File: src/rtl/dmem_arbiter_if.sv
// Bus bundle for the data-memory arbiter: CPU port, host port and the shared memory port.
// The slave view is the arbiter; the master view is whatever surrounds it.
interface dmem_arbiter_if #(
    parameter int unsigned DATA_W = 16,
    parameter int unsigned ADDR_W = 12
);
    logic              cpu_req;
    logic              cpu_we;
    logic [ADDR_W-1:0] cpu_addr;
    logic [DATA_W-1:0] cpu_wdata;
    logic              cpu_stall;
    logic [DATA_W-1:0] cpu_rdata;
    logic              cpu_rvalid;

    logic              host_req;
    logic              host_we;
    logic [ADDR_W-1:0] host_addr;
    logic [DATA_W-1:0] host_wdata;
    logic              host_gnt;
    logic [DATA_W-1:0] host_rdata;
    logic              host_rvalid;

    logic [ADDR_W-1:0] mem_addr;
    logic              mem_we;
    logic [DATA_W-1:0] mem_din;
    logic [DATA_W-1:0] mem_dout;

    modport slave (
        input  cpu_req, cpu_we, cpu_addr, cpu_wdata,
        output cpu_stall, cpu_rdata, cpu_rvalid,
        input  host_req, host_we, host_addr, host_wdata,
        output host_gnt, host_rdata, host_rvalid,
        output mem_addr, mem_we, mem_din,
        input  mem_dout
    );

    modport master (
        output cpu_req, cpu_we, cpu_addr, cpu_wdata,
        input  cpu_stall, cpu_rdata, cpu_rvalid,
        output host_req, host_we, host_addr, host_wdata,
        input  host_gnt, host_rdata, host_rvalid,
        input  mem_addr, mem_we, mem_din,
        output mem_dout
    );
endinterface

File: src/rtl/dmem_arbiter.sv
// Single-port data-memory arbiter: CPU priority with a bounded host wait,
// one-cycle read data routed back to whichever requester issued the read.
module dmem_arbiter #(
    parameter int unsigned MAX_WAIT = 4
) (
    input  logic         CLK,
    input  logic         reset,
    dmem_arbiter_if.slave bus
);
    localparam bit         BOUNDED    = (MAX_WAIT != 0);
    localparam logic [7:0] MAX_WAIT_8 = 8'(MAX_WAIT);

    logic       host_win;
    logic       cpu_gnt;
    logic       wait_expired;
    logic [7:0] wait_cnt;
    logic [1:0] rd_owner;

    // Grants are gated by reset so every output sits at its idle value while reset is low.
    assign wait_expired = BOUNDED && (wait_cnt >= MAX_WAIT_8);
    assign host_win     = reset & bus.host_req & (~bus.cpu_req | wait_expired);
    assign cpu_gnt      = reset & bus.cpu_req & ~host_win;

    assign bus.host_gnt  = host_win;
    assign bus.cpu_stall = reset & bus.cpu_req & ~cpu_gnt;

    always_comb begin
        bus.mem_addr = '0;
        bus.mem_we   = 1'b0;
        bus.mem_din  = '0;
        if (host_win) begin
            bus.mem_addr = bus.host_addr;
            bus.mem_we   = bus.host_we;
            bus.mem_din  = bus.host_wdata;
        end else if (cpu_gnt) begin
            bus.mem_addr = bus.cpu_addr;
            bus.mem_we   = bus.cpu_we;
            bus.mem_din  = bus.cpu_wdata;
        end
    end

    always_ff @(posedge CLK or negedge reset) begin
        if (!reset) begin
            wait_cnt <= 8'd0;
        end else if (bus.host_req && !host_win) begin
            if (wait_cnt != 8'hFF)
                wait_cnt <= wait_cnt + 8'd1;
        end else begin
            wait_cnt <= 8'd0;
        end
    end

    // Read-owner stage: tags the memory's registered output with its requester.
    always_ff @(posedge CLK or negedge reset) begin
        if (!reset)
            rd_owner <= 2'b00;
        else
            rd_owner <= {host_win & ~bus.host_we, cpu_gnt & ~bus.cpu_we};
    end

    assign bus.cpu_rvalid  = rd_owner[0];
    assign bus.host_rvalid = rd_owner[1];
    assign bus.cpu_rdata   = bus.mem_dout;
    assign bus.host_rdata  = bus.mem_dout;
endmodule

File: src/flat_wrapper.sv
// flat-port wrapper written by rule: the top's interface ports become plain ports
module dmem_arbiter_flat 
#(
    parameter int unsigned MAX_WAIT = 4
)
  (CLK, reset, bus_cpu_req, bus_cpu_we, bus_cpu_addr, bus_cpu_wdata, bus_cpu_stall, bus_cpu_rdata, bus_cpu_rvalid, bus_host_req, bus_host_we, bus_host_addr, bus_host_wdata, bus_host_gnt, bus_host_rdata, bus_host_rvalid, bus_mem_addr, bus_mem_we, bus_mem_din, bus_mem_dout);
  dmem_arbiter_if bus_i ();
  input  logic CLK;
  input  logic reset;
  input wire logic [$bits(bus_i.cpu_req)-1:0] bus_cpu_req;
  input wire logic [$bits(bus_i.cpu_we)-1:0] bus_cpu_we;
  input wire logic [$bits(bus_i.cpu_addr)-1:0] bus_cpu_addr;
  input wire logic [$bits(bus_i.cpu_wdata)-1:0] bus_cpu_wdata;
  output wire logic [$bits(bus_i.cpu_stall)-1:0] bus_cpu_stall;
  output wire logic [$bits(bus_i.cpu_rdata)-1:0] bus_cpu_rdata;
  output wire logic [$bits(bus_i.cpu_rvalid)-1:0] bus_cpu_rvalid;
  input wire logic [$bits(bus_i.host_req)-1:0] bus_host_req;
  input wire logic [$bits(bus_i.host_we)-1:0] bus_host_we;
  input wire logic [$bits(bus_i.host_addr)-1:0] bus_host_addr;
  input wire logic [$bits(bus_i.host_wdata)-1:0] bus_host_wdata;
  output wire logic [$bits(bus_i.host_gnt)-1:0] bus_host_gnt;
  output wire logic [$bits(bus_i.host_rdata)-1:0] bus_host_rdata;
  output wire logic [$bits(bus_i.host_rvalid)-1:0] bus_host_rvalid;
  output wire logic [$bits(bus_i.mem_addr)-1:0] bus_mem_addr;
  output wire logic [$bits(bus_i.mem_we)-1:0] bus_mem_we;
  output wire logic [$bits(bus_i.mem_din)-1:0] bus_mem_din;
  input wire logic [$bits(bus_i.mem_dout)-1:0] bus_mem_dout;
  assign bus_i.cpu_req = bus_cpu_req;
  assign bus_i.cpu_we = bus_cpu_we;
  assign bus_i.cpu_addr = bus_cpu_addr;
  assign bus_i.cpu_wdata = bus_cpu_wdata;
  assign bus_cpu_stall = bus_i.cpu_stall;
  assign bus_cpu_rdata = bus_i.cpu_rdata;
  assign bus_cpu_rvalid = bus_i.cpu_rvalid;
  assign bus_i.host_req = bus_host_req;
  assign bus_i.host_we = bus_host_we;
  assign bus_i.host_addr = bus_host_addr;
  assign bus_i.host_wdata = bus_host_wdata;
  assign bus_host_gnt = bus_i.host_gnt;
  assign bus_host_rdata = bus_i.host_rdata;
  assign bus_host_rvalid = bus_i.host_rvalid;
  assign bus_mem_addr = bus_i.mem_addr;
  assign bus_mem_we = bus_i.mem_we;
  assign bus_mem_din = bus_i.mem_din;
  assign bus_i.mem_dout = bus_mem_dout;
  dmem_arbiter #(.MAX_WAIT(MAX_WAIT)) u_core (.CLK(CLK), .reset(reset), .bus(bus_i));
endmodule
File: config.mk
export PLATFORM = sky130hd
export DESIGN_NAME = dmem_arbiter_flat
export DESIGN_NICKNAME = d
export VERILOG_FILES = /design/src/rtl/dmem_arbiter_if.sv /design/src/rtl/dmem_arbiter.sv /design/src/flat_wrapper.sv
export SDC_FILE = /design/constraint.sdc
export NUM_CORES = 1
export LEC_CHECK = 0
export ABC_AREA = 1
export BUFFER_PORTS_ARGS = -buffer_cell sky130_fd_sc_hd__clkbuf_2
export CORE_MARGIN = 2
export CORE_UTILIZATION = 25
export DETAILED_ROUTE_END_ITERATION = 12
export GPL_ROUTABILITY_DRIVEN = 0
export SKIP_CTS_REPAIR_TIMING = 1
export SLEW_MARGIN = 20
export SYNTH_ARGS = -nofsm -noshare
export SYNTH_HDL_FRONTEND = slang
export SYNTH_SLANG_ARGS = --single-unit
File: constraint.sdc
create_clock -name CLK -period 1.6 [get_ports CLK]
set_input_delay 0.08 -clock CLK [delete_from_list [all_inputs] [get_ports CLK]]
set_output_delay 0.08 -clock CLK [all_outputs]
set_load 0.05 [all_outputs]
Word level (Yosys, flattened, before mapping)
Index checks and enable logic that the tools add are counted.
{"block": "totals", "ff_bits": 10, "inputBits": 78, "output_inout_bits": 65}
{"block": "op_classes", "addsub": 1, "order_cmp": 1, "eq_ne": 2, "muxes": 8, "n_bitwise": 13, "n_reduce_logical": 2}
{"op": "two-way mux 16 bit", "n": 2}
{"op": "two-way mux 12 bit", "n": 2}
{"op": "two-way mux 8 bit", "n": 2}
{"op": "adder 8 x 1 -> 8 bit (second input constant)", "n": 1}
{"op": ">= comparator 8 x 3 -> 1 bit (second input constant)", "n": 1}
{"op": "inequality test 8 bit (second input constant)", "n": 1}
{"op": "AND 1 bit", "n": 7}
{"op": "inverter 1 bit", "n": 5}
{"op": "two-way mux 1 bit", "n": 2}
{"op": "inequality test 2 bit (second input constant)", "n": 1}
{"op": "logical AND 1 bit", "n": 1}
{"op": "logical NOT 1 bit", "n": 1}
{"op": "OR 1 bit", "n": 1}

Logic depth before layout (Yosys ltp)
Gate-level depths: netlist of run 1.
{"block": "logic_depth", "depth_word": 7, "mapped_depth": 9, "depth_no_buf": 8}

Worst setup path after synthesis of run 1
Ideal clock, no wire load.
{"block": "synth_timing", "path_kind": "flip-flop to output port", "start": "reg u_core.wait_cnt[3]", "end": "out bus_mem_addr[10]", "arrival_time_ns": 1.365, "slack_ns": 0.155, "stages_incl_launch_ff": 10, "n_path_buf": 1, "path_cell_list": "dfrtp_1 inv_2 nand2_1 nor2_1 nand2_2 nand2_4 inv_2 buf_6 nand2_1 nand2_1"}
{"block": "synth_between", "elab_chain_cells": 7}
{"item": "from (decl)", "line_no": "dmem_arbiter.sv:16", "source": "logic [7:0] wait_cnt;"}
{"item": "from (signal assigned)", "line_no": "dmem_arbiter.sv:47", "source": "wait_cnt <= wait_cnt + 8'd1;"}
{"item": ">= comparator 8 x 3 -> 1 bit *", "line_no": "dmem_arbiter.sv:20", "source": "assign wait_expired = BOUNDED && (wait_cnt >= MAX_WAIT_8);"}
{"item": "OR 1 bit *", "line_no": "dmem_arbiter.sv:21", "source": "assign host_win = reset & bus.host_req & (~bus.cpu_req | wait_expired);"}
{"item": "AND 1 bit *", "line_no": "dmem_arbiter.sv:21"}
{"item": "named net bus_host_gnt", "line_no": "flat_wrapper.sv:21", "source": "output wire logic [$bits(bus_i.host_gnt)-1:0] bus_host_gnt;"}
{"item": "inverter 1 bit", "line_no": "dmem_arbiter.sv:22", "source": "assign cpu_gnt = reset & bus.cpu_req & ~host_win;"}
{"item": "AND 1 bit", "line_no": "dmem_arbiter.sv:22"}
{"item": "two-way mux 12 bit", "line_no": "dmem_arbiter.sv:35", "source": "end else if (cpu_gnt) begin"}
{"item": "two-way mux 12 bit *", "line_no": "dmem_arbiter.sv:31", "source": "if (host_win) begin"}
{"item": "to (decl)", "line_no": "flat_wrapper.sv:24", "source": "output wire logic [$bits(bus_i.mem_addr)-1:0] bus_mem_addr;"}
Mark *: on every way through the listed nets, which the timed path passes. The rest lies on a longest branch.

Final worst setup path of run 1
{"block": "layout_timing", "start": "reg u_core.wait_cnt[7]", "end": "out bus_mem_addr[0]"}
{"block": "layout_between", "elab_chain_cells": 7}
{"item": ">= comparator 8 x 3 -> 1 bit *", "line_no": "dmem_arbiter.sv:20"}
{"item": "OR 1 bit *", "line_no": "dmem_arbiter.sv:21"}
{"item": "AND 1 bit *", "line_no": "dmem_arbiter.sv:21"}
{"item": "inverter 1 bit", "line_no": "dmem_arbiter.sv:22"}
{"item": "AND 1 bit", "line_no": "dmem_arbiter.sv:22"}
{"item": "two-way mux 12 bit", "line_no": "dmem_arbiter.sv:35"}
{"item": "two-way mux 12 bit *", "line_no": "dmem_arbiter.sv:31"}
Every way passes the cells marked *; elsewhere a longest branch is shown, timed or not.

==> qor.csv, run 1 <==
metric,value,unit
Post-Synth Simple-Gate Area,43.8,%
Clock Latency Late Sink,0.24,ns
Global Route Usage Sum,12.0,%
post-synthesis cell count,206,
Seq cells post-synth,10,
Final Power,1.16,mW
die extent in x,75.3,um
CP startpoint,u_core.wait_cnt[7],
ranking of synthesized cells by area,"nand2_1 24%, buf_4 21%, dfrtp_1 20%, nand3_1 12%, buf_6 3.5%",
critical-path maximum fanout,10,
Residual DRC,0,
fin crit share,103,%
Synth top area share,23.6,%
Finished Layout Cells,350,
share of cells above drive strength 1,46.6,%
synthesis-to-finish area growth,58.1,%
"Seq/Total Area, Yosys",19.7,%
Fmax,0.605,GHz
Yosys top cell by area,nand2_1,
hold endpoint,u_core.rd_owner[1],
Rows,25,
Synth Area in XOR/XNOR,2.07,%
CP arrival,1.57,ns
Detailed Route WL,4190,um
post-synth cell types,21,
number of vias per cell,4.41,
Die Area,5670,um^2
Min Hold Slack,-0.00399,ns
WL/cell,12.0,um
Final Hold Vio Count,1,
Worst setup EP type,output pin,
Crit-path slowest cell,dfrtp_1,
Post-Synth Adder-Cell Area,1.97,%
Fin Clk Skew,0.00151,ns
first-pass GRT wire length,5230,um
slew margin rel.,81.3,%
WS Path Type,register to output pin,
startpoint types,register,
dpl hpwl,2900,um
Antenna Cells,0,
Syn Nets,286,
DRT antenna net count,0,
FF-to-FF setup slack,0.16,ns
largest family of logic cells by synthesized area,simple AND/OR/NAND/NOR gates,
pin count of the biggest net entering global routing,32,
htree depth,1,
Synth warnings,0,
Synth Area per Inst,6.17,um^2
status,"finished, violations left",
CTS Buf Count,3,
root buffer cell,clkbuf_8,
Worst R2R Path Depth,8,
worst hold path class,input pin to register,
Max-Cap Viols,0,
Port Buffers,94,
grt total ovfl,0,
Die Y,75.3,um
CTS tree,built,
initial antenna violation count,0,
number of I/O pins,143,
RR Endpoint,u_core.wait_cnt[3],
Critical Path RT,1.52,ns
mux cell area share after synthesis,0,%
Power Density,577,nW/um^2
Cells after DPL,338,
drt first pass iters,4,
reg2reg start,u_core.wait_cnt[7],
Worst Tran Pin Value,0.281,ns
critical path cell sequence,"inv_2, nand2_2, nor2_2, nand2_2, nand2_8, clkbuf_16, nand3_1, nand2_1, buf_6",
PnR worst setup slack,-0.0521,ns
Synth Area in Compound Gates,3.15,%
final setup vio count,26,
failing checks,"negative hold slack, negative setup slack",
Clock Pin Slew Worst Setup and Hold Paths,0.05,ns
Syn Std Cell Area,1270,um^2
DR vias,1544,
Final min period,1.65,ns
vias in the first global route,1197,
Final Max Tran Viols,0,
hold depth,2,
Hold Crit Start,bus_host_we,
nets@finish,364,
RSZ-0062 raised after global routing,true,
VDD IR max,0.272,mV
leak pwr,1.17,nW
clk buf depth,2,
Core Box Area,4820,um^2
Starting Density,26.4,%
CTS Sinks,10,
CP most frequent cell,nand2_2,
DRT iter0 DRCs,30,
CP max stage delay,0.39,ns
-- worst max-delay path: cells and delay by family, from the launching register on --
family	cells	cell delay, ns
buffers and inverters	3	0.42
AND/OR/NAND/NOR	6	0.51
flip-flops	1	0.39
-- metrics by stage --
stage	TNS, ns	instance area [um^2]	utilization, %	worst slack, ns
global placement	-0.0110	1630	33.8	-0.0104
CTS	-8.03	1680	35.0	-0.294
finish	-0.711	2010	41.7	-0.0521
floorplan	0	1270	-	0.155
global route	-3.64	2010	41.7	-0.143
detailed placement	-0.148	1630	33.8	-0.0243
-- cell usage after synthesis, drive strengths merged --
cell type / number
nand3: 31
a21oi: 6
nor2: 6
nand4: 6
o21ai: 2
clkbuf: 1
dfrtp: 10
nand2: 82
xor2: 2
ha: 2
nor3: 2
inv: 15
xnor2: 1
buf: 40
-- power by group --
group | internal (mW) | switching (mW) | leakage (nW)
Combinational | 0.221 | 0.339 | 1.01
Clock | 0.218 | 0.115 | 0.0288
Sequential | 0.261 | 0.00589 | 0.137
-- cells by family (layout without fill, tap and decap cells) --
logic type	count (synthesis)	in the layout
and+or+nand+nor	127	127
DFF	10	10
xor gates and xnor gates	3	3
AOI/OAI and AO/OA	8	8
buffers and inverters	56	133
adders and majority gates	2	2
-- cells in the final DEF (no fill, tap or decap), types with 2 or more instances in the layout --
| cell type | n |
|---|---|
| a21oi_1 | 6 |
| buf_6 | 27 |
| clkbuf_2 | 63 |
| inv_1 | 11 |
| clkbuf_8 | 4 |
| buf_4 | 15 |
| nor2_2 | 2 |
| xor2_1 | 2 |
| dfrtp_1 | 10 |
| nor2_1 | 4 |
| nand2_1 | 75 |
| inv_2 | 3 |
| buf_12 | 3 |
| clkbuf_16 | 2 |
| nand3_1 | 30 |
| ha_1 | 2 |
| nand4_1 | 6 |
| nand2_2 | 6 |
-- routing by layer --
metal | global-route usage, % | vias up | wire length (um)
met5 | 0 | - | 0
met2 | 21.5 | 96 | 2140
met3 | 3.31 | 10 | 448
met1 | 13.2 | 665 | 1530
li1 | - | 773 | -
met4 | 5.46 | 0 | 67
-- layout make-up --
type | instances | area [um^2]
sequential | 10 | 250
inverter | 15 | 63.8
multi-input combinational | 140 | 677
fill | 522 | 2810
tap | 67 | 83.8
clock buffer | 4 | 55.1
timing repair buffer | 114 | 880
-- how the worst max path moves through the flow --
stage | to | slack, ns | cells past startpoint
floorplan | bus_mem_addr[10] | 0.15 | 9
finish | bus_mem_addr[0] | -0.05 | 9
CTS | bus_mem_addr[1] | -0.29 | 9
detailed placement | bus_mem_addr[1] | -0.02 | 9
global placement | bus_mem_addr[1] | -0.01 | 9
global route | bus_mem_addr[11] | -0.14 | 9
-- state kept, by name (all words and copies together) (netlist names) --
signal	cells
u_core.rd_owner	2
u_core.wait_cnt	8
(Power assumes the default switching activity.)
==> run 2, diff against run 1 <==
==> constraint.sdc (replaced) <==
create_clock -name CLK -period 1.6 [get_ports CLK]
set_input_delay 0.32 -clock CLK [delete_from_list [all_inputs] [get_ports CLK]]
set_output_delay 0.32 -clock CLK [all_outputs]
set_load 0.05 [all_outputs]
==> qor.csv, run 2 (synthesis gave the netlist of run 1 again) <==
metric,value,unit,change
status,"finished, violations left",,
failing checks,negative setup slack,,
Core Box Area,4820,um^2,unchanged
Die Y,75.3,um,unchanged
RSZ-0062 raised after global routing,true,,
Comb power frac,52.1,%,+3.8 points
Residual DRC,0,,unchanged
Clock Latency Late Sink,0.24,ns,about the same
Starting Density,26.4,%,unchanged
root buffer cell,clkbuf_8,,
"most common cell after layout, fill and taps aside",clkbuf_2,,
share of cells above drive strength 1,64.2,%,+18 points
Worst setup endpoint,bus_mem_din[5],,
CTS Sinks,10,,unchanged
Final Power,1.23,mW,+5.9%
htree depth,1,,unchanged
drt first pass iters,4,,unchanged
area of the multi-input gates,802,um^2,+18%
Clock Pin Slew Worst Setup and Hold Paths,0.05,ns,about the same
DR vias,1561,,+1.1%
PnR worst setup slack,-0.269,ns,-0.217 ns
Worst setup EP type,output pin,,
Antenna Cells,0,,unchanged
WL/cell,11.4,um,-5.0%
Detailed Route WL,4090,um,-2.3%
Max-Cap Viols,0,,unchanged
Min Hold Slack,0.112,ns,+0.116 ns
slew margin rel.,81.3,%,about the same
Final min period,1.87,ns,+0.217 ns
number of I/O pins,143,,unchanged
critical-path maximum fanout,11,,+1
pin count of the biggest net entering global routing,24,,-25%
die extent in x,75.3,um,unchanged
most frequent cells in the layout,"63 x clkbuf_2, 48 x nand2_2, 31 x nand2_1",,
CTS Buf Count,3,,unchanged
Fin Clk Skew,0.00579,ns,+0.00428 ns
Critical Path RT,1.28,ns,-0.24 ns
CP arrival,1.55,ns,-0.02 ns
"Most flops, register",u_core.wait_cnt,,
number of vias per cell,4.34,,-1.7%
nets@finish,374,,+2.7%
initial antenna violation count,0,,unchanged
RR Endpoint,u_core.wait_cnt[2],,
reg2reg start,u_core.wait_cnt[5],,
Power Density,529,nW/um^2,-8.4%
Clk pwr share,26.2,%,-2.5 points
Worst R2R Path Depth,11,,+3
biggest regs,"u_core.wait_cnt (8), u_core.rd_owner (2)",,
FF-to-FF setup slack,0.03,ns,-0.13 ns
sw frac,38.6,%,-1.0 points
worst hold path class,input pin to async pin,,
synthesis-to-finish area growth,82.7,%,
DRT iter0 DRCs,41,,+37%
sw power,474,uW,+3.1%
Final Max Tran Viols,0,,unchanged
Worst Tran Pin Value,0.282,ns,+0.00118 ns
final setup vio count,31,,+19%
leak pwr,1.26,nW,+7.1%
DRT antenna net count,0,,unchanged
Register Area,250,um^2,unchanged
vias in the first global route,1376,,+15%
grt total ovfl,0,,unchanged
WS Path Type,register to output pin,,
VDD IR max,0.212,mV,-22%
max FFs per register,8,,unchanged
Global Route Usage Sum,12.8,%,+0.80 points
Rows,25,,unchanged
final-layout fill cell count,495,,-5.2%
first-pass GRT wire length,5740,um,+9.8%
Die Area,5670,um^2,unchanged
CTS tree,built,,
Port Buffers,94,,unchanged
fin crit share,117,%,+14 points
clk buf depth,2,,unchanged
Flop pwr share,21.7,%,-1.3 points
Final Hold Vio Count,0,,-1
Pint,754,uW,+7.7%
CP startpoint,u_core.wait_cnt[5],,
dpl hpwl,3150,um,+8.4%
startpoint types,register,,
Fmax,0.535,GHz,-12%
==> run 2: how the worst min path moves through the flow <==
stage | cells after the start | slack, ns | start | end
2_1_floorplan | 0 | 0.02 | reset | u_core.rd_owner[0]
3_3_place_gp | 3 | 0.38 | reset | u_core.rd_owner[1]
3_5_place_dp | 3 | 0.38 | reset | u_core.rd_owner[0]
4_1_cts | 3 | 0.12 | reset | u_core.wait_cnt[3]
5_1_grt | 3 | 0.13 | reset | u_core.wait_cnt[0]
6_report | 3 | 0.11 | reset | u_core.wait_cnt[3]
==> run 2: worst max-delay path: stages, from the launching register on <==
cell and delay, ns:
dfrtp_1 0.37, inv_1 0.07, nand2_1 0.05, nor2_1 0.12, nand2_2 0.10, nand2_8 0.12, inv_8 0.05, buf_12 0.14
nand2_1 0.07, nand2_2 0.06, buf_6 0.15
==> run 2: final cells by class <==
class / instances / share of cell area (%)
Timing Repair Buffer: 124 / 45.8
Clock buffer: 4 / 2.37
Inverter: 15 / 2.91
Sequential cell: 10 / 10.8
Tap cell: 67 / 3.61
Multi-Input combinational cell: 140 / 34.5
==> run 2: layer usage <==
layer / track usage [%] / wire length (um) / vias up
met3: 3.57 / 331 / 15
met1: 14.5 / 1600 / 677
met5: 0 / 0 / -
met4: 5.65 / 78 / 0
li1: - / - / 794
met2: 22.5 / 2080 / 75
==> run 2: power groups by stage <==
| stage | clock, mW | sequential [mW] | combinational, mW |
|---|---|---|---|
| after floorplan | 0 | 0.277 | 0.525 |
| after global placement | 0 | 0.271 | 0.511 |
| after detailed placement | 0 | 0.271 | 0.514 |
| after CTS | 0.334 | 0.267 | 0.515 |
| after global routing | 0.351 | 0.267 | 0.680 |
| final | 0.321 | 0.267 | 0.640 |
==> run 2: through the flow <==
step | utilization [%] | TNS (ns) | area, um^2 | cells | setup slack, ns
4_1_cts | 39.4 | -11.16 | 1900 | 351 | -0.387
3_3_place_gp | 38.2 | -1.96 | 1840 | 347 | -0.0839
2_1_floorplan | - | -0.0359 | 1350 | 206 | -0.0359
3_5_place_dp | 38.2 | -2.73 | 1840 | 347 | -0.115
5_1_grt | 48.2 | -11.11 | 2320 | 360 | -0.375
6_report | 48.2 | -7.79 | 2320 | 360 | -0.269
==> run 3, diff against run 2 <==
--- a/config.mk
+++ b/config.mk
@@ -8,9 +8,10 @@
 export ABC_AREA = 1
 export BUFFER_PORTS_ARGS = -buffer_cell sky130_fd_sc_hd__clkbuf_2
 export CORE_MARGIN = 2
-export CORE_UTILIZATION = 25
+export CORE_UTILIZATION = 34
 export DETAILED_ROUTE_END_ITERATION = 12
 export GPL_ROUTABILITY_DRIVEN = 0
+export PLACE_DENSITY = 0.81
 export SKIP_CTS_REPAIR_TIMING = 1
 export SLEW_MARGIN = 20
 export SYNTH_ARGS = -nofsm -noshare
==> constraint.sdc (replaced) <==
create_clock -name CLK -period 1.6 [get_ports CLK]
set_input_delay 0.32 -clock CLK [delete_from_list [all_inputs] [get_ports CLK]]
set_output_delay 0.32 -clock CLK [all_outputs]
set_load 0.02 [all_outputs]
==> qor.csv, run 3 (synthesis gave the netlist of run 1 again) <==
metric,value,unit,change
Power Density,471,nW/um^2,-11%
Die Area,4240,um^2,-25%
biggest regs,"u_core.wait_cnt (8), u_core.rd_owner (2)",,
number of I/O pins,143,,unchanged
"Most flops, register",u_core.wait_cnt,,
DRT antenna net count,0,,unchanged
Die Y,65.1,um,-13%
Clock Latency Late Sink,0.23,ns,about the same
leak pwr,1.18,nW,-6.0%
CP arrival,1.51,ns,-0.04 ns
Worst R2R Path Depth,9,,-2
Global Route Usage Sum,15.6,%,+2.7 points
startpoint types,register,,
die extent in x,65.1,um,-13%
placed cell area,1630,um^2,-12%
PnR worst setup slack,-0.226,ns,+0.0436 ns
Max-Cap Viols,0,,unchanged
Detailed Route WL,4020,um,-1.8%
Rows,22,,-12%
critical-path maximum fanout,8,,-3
most frequent cells in the layout,"65 x nand2_1, 65 x clkbuf_2, 25 x buf_6",,
Final Cell Area,2070,um^2,-11%
worst hold path class,input pin to async pin,,
Final min period,1.83,ns,-0.0436 ns
slew margin rel.,79.8,%,-1.4 points
vias in the first global route,1226,,-11%
Critical Path RT,1.28,ns,about the same
drt first pass iters,4,,unchanged
Final Power,973,uW,-21%
first-pass GRT wire length,5240,um,-8.8%
Antenna Cells,0,,unchanged
WS Path Type,register to output pin,,
Final Max Tran Viols,0,,unchanged
fin crit share,114,%,-2.7 points
status,"finished, violations left",,
grt total ovfl,0,,unchanged
DRT iter0 DRCs,65,,+59%
Min Hold Slack,0.110,ns,-0.00211 ns
dpl hpwl,2760,um,-12%
nets@finish,365,,-2.4%
VDD IR max,0.198,mV,-6.4%
Port Buffers,94,,unchanged
Finished Layout Cells,331,,-8.1%
CTS tree,built,,
failing checks,negative setup slack,,
number of vias per cell,4.72,,+8.9%
htree depth,1,,unchanged
final setup vio count,31,,unchanged
Worst setup EP type,output pin,,
Worst Tran Pin Value,0.300,ns,+0.0179 ns
clk buf depth,2,,unchanged
Fmax,0.548,GHz,+2.4%
Core Box Area,3630,um^2,-25%
root buffer cell,clkbuf_8,,
CTS Sinks,10,,unchanged
fin util,56.9,%,+8.7 points
synthesis-to-finish area growth,62.6,%,
DR vias,1563,,+0.13%
Starting Density,35.0,%,+8.6 points
pin count of the biggest net entering global routing,32,,+33%
CTS Buf Count,3,,unchanged
Fin Clk Skew,0.00450,ns,-0.00129 ns
WL/cell,12.1,um,+6.8%
final-layout fill cell count,344,,-31%
initial antenna violation count,0,,unchanged
Residual DRC,0,,unchanged
RSZ-0062 raised after global routing,true,,
Final Hold Vio Count,0,,unchanged
setup TNS,-5.70,ns,+2.08 ns
dpl ws,-0.135,ns,-0.0210 ns
share of cells above drive strength 1,56.5,%,-7.6 points
Cells after DPL,324,,-6.6%
max FFs per register,8,,unchanged
Clock Pin Slew Worst Setup and Hold Paths,0.05,ns,about the same
run 3: cell types whose count changed in the layout (fill, tap and decap cells not counted), sizes merged:
cell	change
inv	+1
buf	-12
clkbuf	+2
clkinvlp	-1
run 3: final cells by class:
type	instances	area (um^2)	share of cell area, %
Inverter	15	63.8	3.09
Multi-Input combinational cell	140	787	38.1
Sequential cell	10	250	12.1
Tap cell	48	60.1	2.91
Timing Repair Buffer	115	865	41.8
Clock buffer	3	41.3	2.00
run 3: worst max-delay path: stages, from the launching register on:
cell and delay (ns):
dfrtp_1 0.39, inv_2 0.07, nand2_2 0.05, nor2_2 0.09
nand2_2 0.10, nand2_8 0.13, clkbuf_16 0.18, nand3_2 0.06
nand2_1 0.09, buf_6 0.12
run 3: worst paths after layout:
check / start / end / slack [ns]
hold / removal: reset / u_core.wait_cnt[2] / 0.11
min in group CLK: bus_host_we / u_core.rd_owner[1] / 0.28
setup reg to reg: u_core.wait_cnt[3] / u_core.wait_cnt[6] / 0.15
hold reg to reg: u_core.wait_cnt[0] / u_core.wait_cnt[0] / 0.57
setup / recovery: u_core.wait_cnt[3] / bus_mem_addr[7] / -0.23
max in group asynchronous: reset / u_core.wait_cnt[1] / 1.34
run 3: metal layers:
layer | vias up | part of all wire, % | global-route usage, %
met5 | - | 0 | 0
met4 | 0 | 2.3 | 7.55
met3 | 19 | 8.3 | 1.88
met2 | 79 | 51 | 27.1
met1 | 691 | 38 | 19.0
li1 | 774 | - | -
run 3: where the power goes:
group          switching [mW]  internal [mW]
combinational           0.230          0.219
clock                  0.0925          0.164
sequential            0.00584          0.261
total                   0.328          0.645
